File: src/rtl/mem_wb_pipe.sv
`default_nettype none
// ============================================================================
// Module      : mem_wb_pipe
// Description : MEM/WB pipeline register, DEPTH stages, with GPR/CSR write
//               channels, stall-safe single retire and youngest-match forwarding.
// Revision    : 1.0 - initial release
// ============================================================================
module mem_wb_pipe #(
  parameter int DEPTH          = 2,
  parameter int RADDR_WIDTH    = 5,
  parameter int DATA_WIDTH     = 32,
  parameter int CSR_ADDR_WIDTH = 12
) (
  input  logic                      clk_i,
  input  logic                      rst_i,
  input  logic                      valid_i,
  input  logic [RADDR_WIDTH-1:0]    reg_waddr_i,
  input  logic                      reg_we_i,
  input  logic [DATA_WIDTH-1:0]     reg_wdata_i,
  input  logic                      csr_we_i,
  input  logic [CSR_ADDR_WIDTH-1:0] csr_waddr_i,
  input  logic [DATA_WIDTH-1:0]     csr_wdata_i,
  input  logic                      stall_i,
  input  logic                      flush_i,
  input  logic [RADDR_WIDTH-1:0]    fwd_raddr_i,
  output logic                      fwd_hit_o,
  output logic [DATA_WIDTH-1:0]     fwd_data_o,
  output logic [RADDR_WIDTH-1:0]    reg_waddr_o,
  output logic                      reg_we_o,
  output logic [DATA_WIDTH-1:0]     reg_wdata_o,
  output logic                      csr_we_o,
  output logic [CSR_ADDR_WIDTH-1:0] csr_waddr_o,
  output logic [DATA_WIDTH-1:0]     csr_wdata_o,
  output logic                      instret_incr_o
);

  typedef struct packed {
    logic                      valid;
    logic                      reg_we;
    logic [RADDR_WIDTH-1:0]    reg_waddr;
    logic [DATA_WIDTH-1:0]     reg_wdata;
    logic                      csr_we;
    logic [CSR_ADDR_WIDTH-1:0] csr_waddr;
    logic [DATA_WIDTH-1:0]     csr_wdata;
  } entry_t;

  localparam int     C_LAST   = DEPTH - 1;
  localparam entry_t C_BUBBLE = '0;

  entry_t r_stage [DEPTH];
  entry_t w_src   [DEPTH];
  entry_t w_capture;

  logic                  w_fwd_hit;
  logic [DATA_WIDTH-1:0] w_fwd_data;

  // Write enables are qualified here so later stages never re-check them.
  always_comb begin
    w_capture           = C_BUBBLE;
    w_capture.valid     = valid_i;
    w_capture.reg_we    = reg_we_i & valid_i & (reg_waddr_i != '0);
    w_capture.reg_waddr = reg_waddr_i;
    w_capture.reg_wdata = reg_wdata_i;
    w_capture.csr_we    = csr_we_i & valid_i;
    w_capture.csr_waddr = csr_waddr_i;
    w_capture.csr_wdata = csr_wdata_i;
  end

  for (genvar k = 0; k < DEPTH; k++) begin : g_stage
    if (k == 0) begin : g_head
      assign w_src[k] = w_capture;
    end else begin : g_body
      assign w_src[k] = r_stage[k-1];
    end

    always_ff @(posedge clk_i) begin
      if (rst_i || flush_i) begin
        r_stage[k] <= C_BUBBLE;
      end else if (stall_i) begin
        // The output stage has already written once; keep its payload but
        // drop the enables so a long stall cannot repeat the write.
        if (k == C_LAST) begin
          r_stage[k].valid  <= 1'b0;
          r_stage[k].reg_we <= 1'b0;
          r_stage[k].csr_we <= 1'b0;
        end
      end else begin
        r_stage[k] <= w_src[k];
      end
    end
  end

  // Scan oldest to youngest so the youngest candidate is the last to win.
  always_comb begin
    w_fwd_hit  = 1'b0;
    w_fwd_data = '0;
    for (int k = C_LAST; k >= 0; k--) begin
      if (r_stage[k].valid && r_stage[k].reg_we &&
          (r_stage[k].reg_waddr == fwd_raddr_i) && (fwd_raddr_i != '0)) begin
        w_fwd_hit  = 1'b1;
        w_fwd_data = r_stage[k].reg_wdata;
      end
    end
  end

  assign fwd_hit_o      = w_fwd_hit;
  assign fwd_data_o     = w_fwd_data;
  assign reg_waddr_o    = r_stage[C_LAST].reg_waddr;
  assign reg_we_o       = r_stage[C_LAST].reg_we;
  assign reg_wdata_o    = r_stage[C_LAST].reg_wdata;
  assign csr_we_o       = r_stage[C_LAST].csr_we;
  assign csr_waddr_o    = r_stage[C_LAST].csr_waddr;
  assign csr_wdata_o    = r_stage[C_LAST].csr_wdata;
  assign instret_incr_o = r_stage[C_LAST].valid;

endmodule
`default_nettype wire

File: config.mk
export PLATFORM = sky130hd
export DESIGN_NAME = mem_wb_pipe
export DESIGN_NICKNAME = d
export VERILOG_FILES = /design/src/rtl/mem_wb_pipe.sv
export SDC_FILE = /design/constraint.sdc
export NUM_CORES = 1
export LEC_CHECK = 0
export ABC_AREA = 1
export BUFFER_PORTS_ARGS = -buffer_cell sky130_fd_sc_hd__buf_2
export CAP_MARGIN = 20
export CORE_UTILIZATION = 35
export CTS_BUF_LIST = sky130_fd_sc_hd__clkbuf_4 sky130_fd_sc_hd__clkbuf_8
export DETAILED_ROUTE_END_ITERATION = 16
export HOLD_SLACK_MARGIN = 0.06
export PLACE_DENSITY = 0.55
export SLEW_MARGIN = 20
export SYNTH_ARGS = -nofsm -noshare
export SYNTH_HDL_FRONTEND = slang
export SYNTH_SLANG_ARGS = --single-unit
File: constraint.sdc
create_clock -name clk_i -period 5.75 [get_ports clk_i]
set_input_delay 0 -clock clk_i [delete_from_list [all_inputs] [get_ports clk_i]]
set_output_delay 0 -clock clk_i [all_outputs]
set_load 0.02 [all_outputs]
==> summary.txt, run 1 <==
Timing
  – Unrepaired setup endpoints after global routing: no
  – Worst slew pin tran: 1.00 ns
  – Rel. slew slack: 33.1%
  – Final setup fails: 0
  – Final Max Tran Viols: 0
  – Fin. Hold Viols: 0
  – Hold_ws: 0.367 ns
  – Crit path time final: 2.73 ns
  – Max Fclk: 0.366 GHz
  – Crit share post-route: 47.5%
  – Setup TNS: 0 ns
  – Skew final: 0.00718 ns

Final layout
  – Fillers: 1,911
  – Nets: 1,075
  – Final non-filler cell area: 9940 sq um
  – Synth-to-Final Area Change: 34.3%
  – Max FFs per register: 168
  – Share of cells above drive strength 1: 28.8%
  – Largest Register: r_stage
  – Biggest regs: r_stage x168
  – Antenna Cells: 0

Route
  – Vias: 5,296
  – DRC viols: 0
  – Detailed Route WL: 15,700 um
  – Via/cell ratio: 4.19
  – DRT iter0 DRCs: 231
  – DRT Pass-1 Iters: 4
  – Wirelength per Cell: 12.4 um
  – Post-route antenna net violation count: 0

CTS
  – Clk sinks: 168
  – Num CTS Buffers: 17
  – CTS max path bufs: 2
  – Root buffer cell: clkbuf_8
  – CTS tree: done
  – Worst-Skew Late Latency: 0.44 ns
  – Post-CTS Repair Setup Buffers: 0
  – H-tree Lvls: 4
  – Clk slew on worst S/H paths: 0.09 ns

Yosys
  – Sequential fraction of the synthesis area: 68.2%
  – Mapped cell area: 7400 sq um
  – Unique masters post-synth: 26
  – #FFs+latches synth: 168
  – YS warnings: 0
  – Mapped Cells: 692
  – Syn_area_per_cell: 10.7 sq um

GRT
  – Overflow after GRT: 0
  – Initial antenna violation count: 1
  – Largest net degree at the start of global routing: 91
  – Total GRT Usage: 15.1%
  – First-pass GRT wire length: 25,400 um
  – Vias in the first global route: 5,208

Placement
  – Placer Congestion: 0.739
  – DP Area: 8630 sq um
  – Port Buf Inserts: 209
  – Final HPWL DP: 9810 um

Power
  – Switching pwr: 0.606 mW
  – Logic pwr share: 8.9%
  – Int Pwr: 2.00 mW
  – Switching Share: 23.3%
  – Power, Total: 2.60 mW
  – PD cells: 262 nW/um^2
  – Leak: 4.86 nW
  – Worst vdd ir: 0.125 mV
  – Clock power frac: 36.0%
  – Sequential Power Share: 55.1%

Floorplanning
  – DIE HEIGHT: 147 um
  – Die area: 21,700 sq um
  – Row cnt: 52
  – Number of I/O pins: 210
  – Die X: 147 um
  – Initial Utilization: 36.1%
  – Core Region: 20,500 sq um

Setup path
  – Startpoint types: flip-flop
  – Req. time, crit path: 5.75 ns
  – Peak fanout along the critical path: 33
  – CP arrival: 2.73 ns
  – Crit. End Element: output pin
  – Worst Setup Path Type: flip-flop to output pin

Job
  – Max-cap violations: 0

Run status
  – Status: finished clean

Hold path
  – Worst Hold Class: input port to flip-flop
Yosys cell counts:
cell type	number	area share [%]
nand3_2	30	4.1
inv_1	175	8.9
nand2_4	1	0.15
buf_6	3	0.46
o21ai_1	1	0.068
edfxtp_1	168	68
inv_2	3	0.15
nor3_2	1	0.14
conb_1	1	0.051
nand2_1	63	3.2
xnor2_1	1	0.12
nor2_4	1	0.15
nor2_8	1	0.27
nand2_2	2	0.17
a21oi_1	2	0.14
nor2_2	1	0.085
nor3_1	1	0.068
clkinv_1	1	0.051
nand4_1	1	0.085
nand3_1	35	2.4
a21oi_4	1	0.22
clkbuf_1	12	0.61
buf_12	3	0.81
nor4_1	1	0.085
nor2_1	171	8.7
buf_2	12	0.81
cell type report:
class                           instances  area, sq um  share of cell area [%]
Sequential cell                       168         5040                    50.7
Tap cell                              270          338                    3.40
Inverter                              179          677                    6.81
Clock buffer                           19          249                    2.50
Multi-Input combinational cell        317         1500                    15.1
Clock inverter                         13          191                    1.93
Timing Repair Buffer                  299         1940                    19.5
power by group through the flow:
| stage | clock network, mW | registers, mW | logic [mW] |
|---|---|---|---|
| 4_1_cts | 0.967 | 1.43 | 0.234 |
| 6_report | 0.937 | 1.43 | 0.232 |
| 2_1_floorplan | 0 | 1.50 | 0.0752 |
| 3_5_place_dp | 0 | 1.46 | 0.188 |
| 3_3_place_gp | 0 | 1.46 | 0.188 |
| 5_1_grt | 1.01 | 1.44 | 0.257 |
cell families after synthesis:
| group | synth area share (%) |
|---|---|
| simple gates | 19.5 |
| buf+inv | 11.8 |
| flops | 68.2 |
| compound gates | 0.423 |
| xor+xnor | 0.118 |
| other cells | 0.0507 |
placed cells by master (no fill, tap or decap), drive strengths merged:
| master | netlist | final |
|---|---|---|
| edfxtp | 168 | 168 |
| nor3 | 2 | 2 |
| nand4 | 1 | 1 |
| inv | 178 | 182 |
| nor4 | 1 | 1 |
| clkinvlp | 0 | 2 |
| dlygate4sd3 | 0 | 87 |
| conb | 1 | 3 |
| buf | 18 | 212 |
| a21oi | 3 | 3 |
| clkbuf | 12 | 19 |
| nand3 | 65 | 65 |
| o21ai | 1 | 1 |
| xnor2 | 1 | 1 |
| nand2 | 66 | 66 |
| clkinv | 1 | 4 |
| bufinv | 0 | 4 |
| nor2 | 174 | 174 |
stage by stage:
step / instances / utilization [%] / setup slack [ns]
finish: 1265 / 48.5 / 3.02
global route: 1265 / 48.5 / 2.68
CTS: 1265 / 48.5 / 2.89
detailed placement: 1146 / 42.1 / 3.43
global placement: 1146 / 42.1 / 3.46
floorplan: 694 / - / 1.63
critical path: stages, from the launching register on:
cell and delay, ns:
edfxtp_1 0.41, xnor2_1 0.15, nand2_1 0.10, nor2_4 0.64
nand2_4 0.53, o21ai_1 0.25, buf_2 0.20
what timing repair did:
item	in CTS	in global routing
endpoints found under the hold margin	84	0
resized for setup	0	0
hold buffers	87	0
setup endpoints to repair	0	0
metal layers:
layer	track usage [%]	share of wire (%)	vias up
met1	18.0	44	2430
met5	0	0.083	-
met2	26.2	49	141
met4	4.59	1.2	2
met3	4.63	5.5	16
li1	-	-	2707
worst paths after layout:
| kind | start | to | slack [ns] | cells after the start |
|---|---|---|---|---|
| setup / recovery | r_stage[0][79]$_SDFFCE_PN0P_ | fwd_hit_o | 3.02 | 6 |
| hold / removal | stall_i | r_stage[0][83]$_SDFFCE_PN0P_ | 0.37 | 2 |
| setup reg to reg | r_stage[0][72]$_SDFFCE_PN0P_ | r_stage[1][72]$_SDFFCE_PN0P_ | 4.97 | 2 |
| hold reg to reg | r_stage[0][2]$_SDFFCE_PN0P_ | r_stage[1][2]$_SDFFCE_PN0P_ | 0.55 | 2 |
No activity file was read; power rests on OpenSTA's default activity.
==> inputs of run 2 (changes only) <==
==> constraint.sdc (replaced) <==
create_clock -name clk_i -period 2.6 [get_ports clk_i]
set_input_delay 0 -clock clk_i [delete_from_list [all_inputs] [get_ports clk_i]]
set_output_delay 0 -clock clk_i [all_outputs]
set_load 0.02 [all_outputs]
==> run 2 against run 1 <==
Hold slack worse by 0.11 ns. Global-route usage increased by 0.43 points. Sequential share of layout area is 0.42 points lower. Critical path type is now input port to flip-flop. Largest power group unchanged.
==> summary.txt, run 2 (synthesis results as in run 1) <==
GRT
  – Initial antenna violation count: 0 (-1)
  – Vias in the first global route: 5,392 (+3.5%)
  – Total GRT Usage: 15.6% (+0.43 points)
  – Overflow after GRT: 0 (unchanged)
  – Largest net degree at the start of global routing: 78 (-14%)
  – First-pass GRT wire length: 26,300 um (+3.4%)

Setup path
  – R2r setup slk: 1.79 ns (-3.18 ns)
  – R2r worst-path depth: 2 (unchanged)
  – Crit. End Element: flip-flop
  – Worst Setup Path Type: input port to flip-flop
  – Reg2reg end: r_stage[1][45]$_SDFFCE_PN0P_
  – Peak fanout along the critical path: 2 (-94%)
  – Startpoint types: input port
  – Req. time, crit path: 2.81 ns (-2.94 ns)
  – CP arrival: 2.52 ns (-0.21 ns)
  – Reg-to-Reg Start: r_stage[0][45]$_SDFFCE_PN0P_

CTS
  – Post_cts resized: 0 (unchanged)
  – Clk slew on worst S/H paths: 0.09 ns (about the same)
  – # hold bufs at CTS: 88 (+1.1%)
  – CTS tree: done
  – Clk sinks: 168 (unchanged)
  – H-tree Lvls: 4 (unchanged)
  – Root buffer cell: clkbuf_8
  – Post-CTS Repair Setup Buffers: 0 (unchanged)
  – Num CTS Buffers: 17 (unchanged)
  – Worst-Skew Late Latency: 0.45 ns (about the same)
  – CTS max path bufs: 2 (unchanged)

Route
  – Vias: 5,332 (+0.68%)
  – Via/cell ratio: 4.19 (+0.13%)
  – DRC viols: 0 (unchanged)
  – DRT Pass-1 Iters: 6 (+2)
  – DRT iter0 DRCs: 190 (-18%)
  – Wirelength per Cell: 12.8 um (+3.3%)
  – Detailed Route WL: 16,300 um (+3.9%)
  – Post-route antenna net violation count: 0 (unchanged)

Final layout
  – Share of cells above drive strength 1: 29.2% (+0.40 points)
  – Multi-input logic area: 1510 sq um (+0.58%)
  – Nets: 1,082 (+0.65%)
  – Fin cells: 1,272 (+0.55%)
  – Commonest non-fill, non-tap cell in the layout: buf_2
  – Max FFs per register: 168 (unchanged)
  – Commonest cells after routing, fill and taps aside: buf_2 (209), inv_1 (174), nor2_1 (171)
  – Biggest regs: r_stage x168
  – Core Util, Final: 48.9% (+0.41 points)
  – Antenna Cells: 0 (unchanged)
  – Fillers: 1,912 (+0.052%)
  – Synth-to-Final Area Change: 35.4%
  – Largest Register: r_stage
  – FF/Latch Area: 5040 sq um (unchanged)

Job
  – Max-cap violations: 0 (unchanged)

Timing
  – Final setup fails: 0 (unchanged)
  – PnR worst setup slack: 0.287 ns (-2.73 ns)
  – Max Fclk: 0.432 GHz
  – Rel. slew slack: 59.8% (+27 points)
  – Crit path time final: 2.31 ns
  – Fin. Hold Viols: 0 (unchanged)
  – Skew final: 0.0108 ns (+0.00363 ns)
  – Worst slew pin tran: 0.603 ns (-0.401 ns)
  – Crit share post-route: 88.9%
  – Unrepaired setup endpoints after global routing: no
  – Final Max Tran Viols: 0 (unchanged)
  – Setup TNS: 0 ns (unchanged)

Floorplanning
  – Die area: 21,700 sq um (unchanged)
  – Initial Utilization: 36.1% (unchanged)
  – DIE HEIGHT: 147 um (unchanged)
  – Number of I/O pins: 210 (unchanged)
  – Core Region: 20,500 sq um (unchanged)
  – Die X: 147 um (unchanged)
  – Row cnt: 52 (unchanged)

Placement
  – Final HPWL DP: 10,300 um (+4.9%)
  – Port Buf Inserts: 209 (unchanged)
  – Pre-CTS WS: 1.03 ns (-2.40 ns)
  – Placer Congestion: 0.769 (+4.0%)
  – Placed cell count: 1,152 (+0.52%)

Run status
  – Status: finished clean

Hold path
  – Hold EP: r_stage[0][44]$_SDFFCE_PN0P_
  – WHS Path Cells: 2 (unchanged)
  – Worst Hold Class: input port to flip-flop
  – Hold Crit Start: stall_i

Power
  – Worst vdd ir: 0.289 mV (+130%)
  – PD cells: 570 nW/um^2 (+120%)
  – Leak: 4.90 nW (+0.82%)
==> run 2: worst max-delay path: stages <==
cell and delay, ns:
dlygate4sd3_1 0.55, buf_2 0.13, nand2_1 0.06, dlygate4sd3_1 0.54
inv_1 0.06, nand2_1 0.05, dlygate4sd3_1 0.54, a21oi_1 0.04
dlygate4sd3_1 0.55
==> run 2: how the worst max path moves through the flow <==
stage	slack [ns]	cells after the start	endpoint	startpoint
6_report	0.29	9	r_stage[0][82]$_SDFFCE_PN0P_	valid_i
5_1_grt	0.21	9	r_stage[0][82]$_SDFFCE_PN0P_	valid_i
4_1_cts	0.33	9	r_stage[0][82]$_SDFFCE_PN0P_	valid_i
3_5_place_dp	1.03	9	fwd_data_o[1]	r_stage[1][77]$_SDFFCE_PN0P_
3_3_place_gp	1.07	8	fwd_data_o[1]	r_stage[0][81]$_SDFFCE_PN0P_
2_1_floorplan	0.13	2	r_stage[0][0]$_SDFFCE_PN0P_	flush_i
==> run 2: layout make-up <==
| cell class | instances | area share [%] |
|---|---|---|
| clock buffers | 17 | 2.33 |
| clock inverters | 15 | 1.88 |
| inverters | 179 | 6.75 |
| multi-input cells | 317 | 15.1 |
| flip-flops and latches | 168 | 50.3 |
| well taps | 270 | 3.37 |
| repair buffers | 306 | 20.3 |
==> run 2: routing by layer <==
metal / track usage (%) / part of all wire (%) / up-vias
li1: - / - / 2718
met4: 6.08 / 1.5 / 0
met2: 26.6 / 49 / 149
met5: 0 / 0 / -
met1: 18.8 / 43 / 2447
met3: 3.86 / 6.2 / 18
==> run 2: power breakdown <==
group          internal [mW]  switching (mW)  leakage (nW)
clock                  0.977            1.04         0.219
sequential              3.11          0.0571          1.95
combinational          0.224           0.300          2.74
==> run 2: through the flow <==
stage | area (sq um) | power (mW) | hold slack [ns]
2_1_floorplan | 7410 | 3.47 | 0.192
5_1_grt | 10000 | 5.96 | 0.283
3_5_place_dp | 8720 | 3.66 | 0.299
6_report | 10000 | 5.71 | 0.258
4_1_cts | 10000 | 5.80 | 0.251
3_3_place_gp | 8720 | 3.65 | 0.291
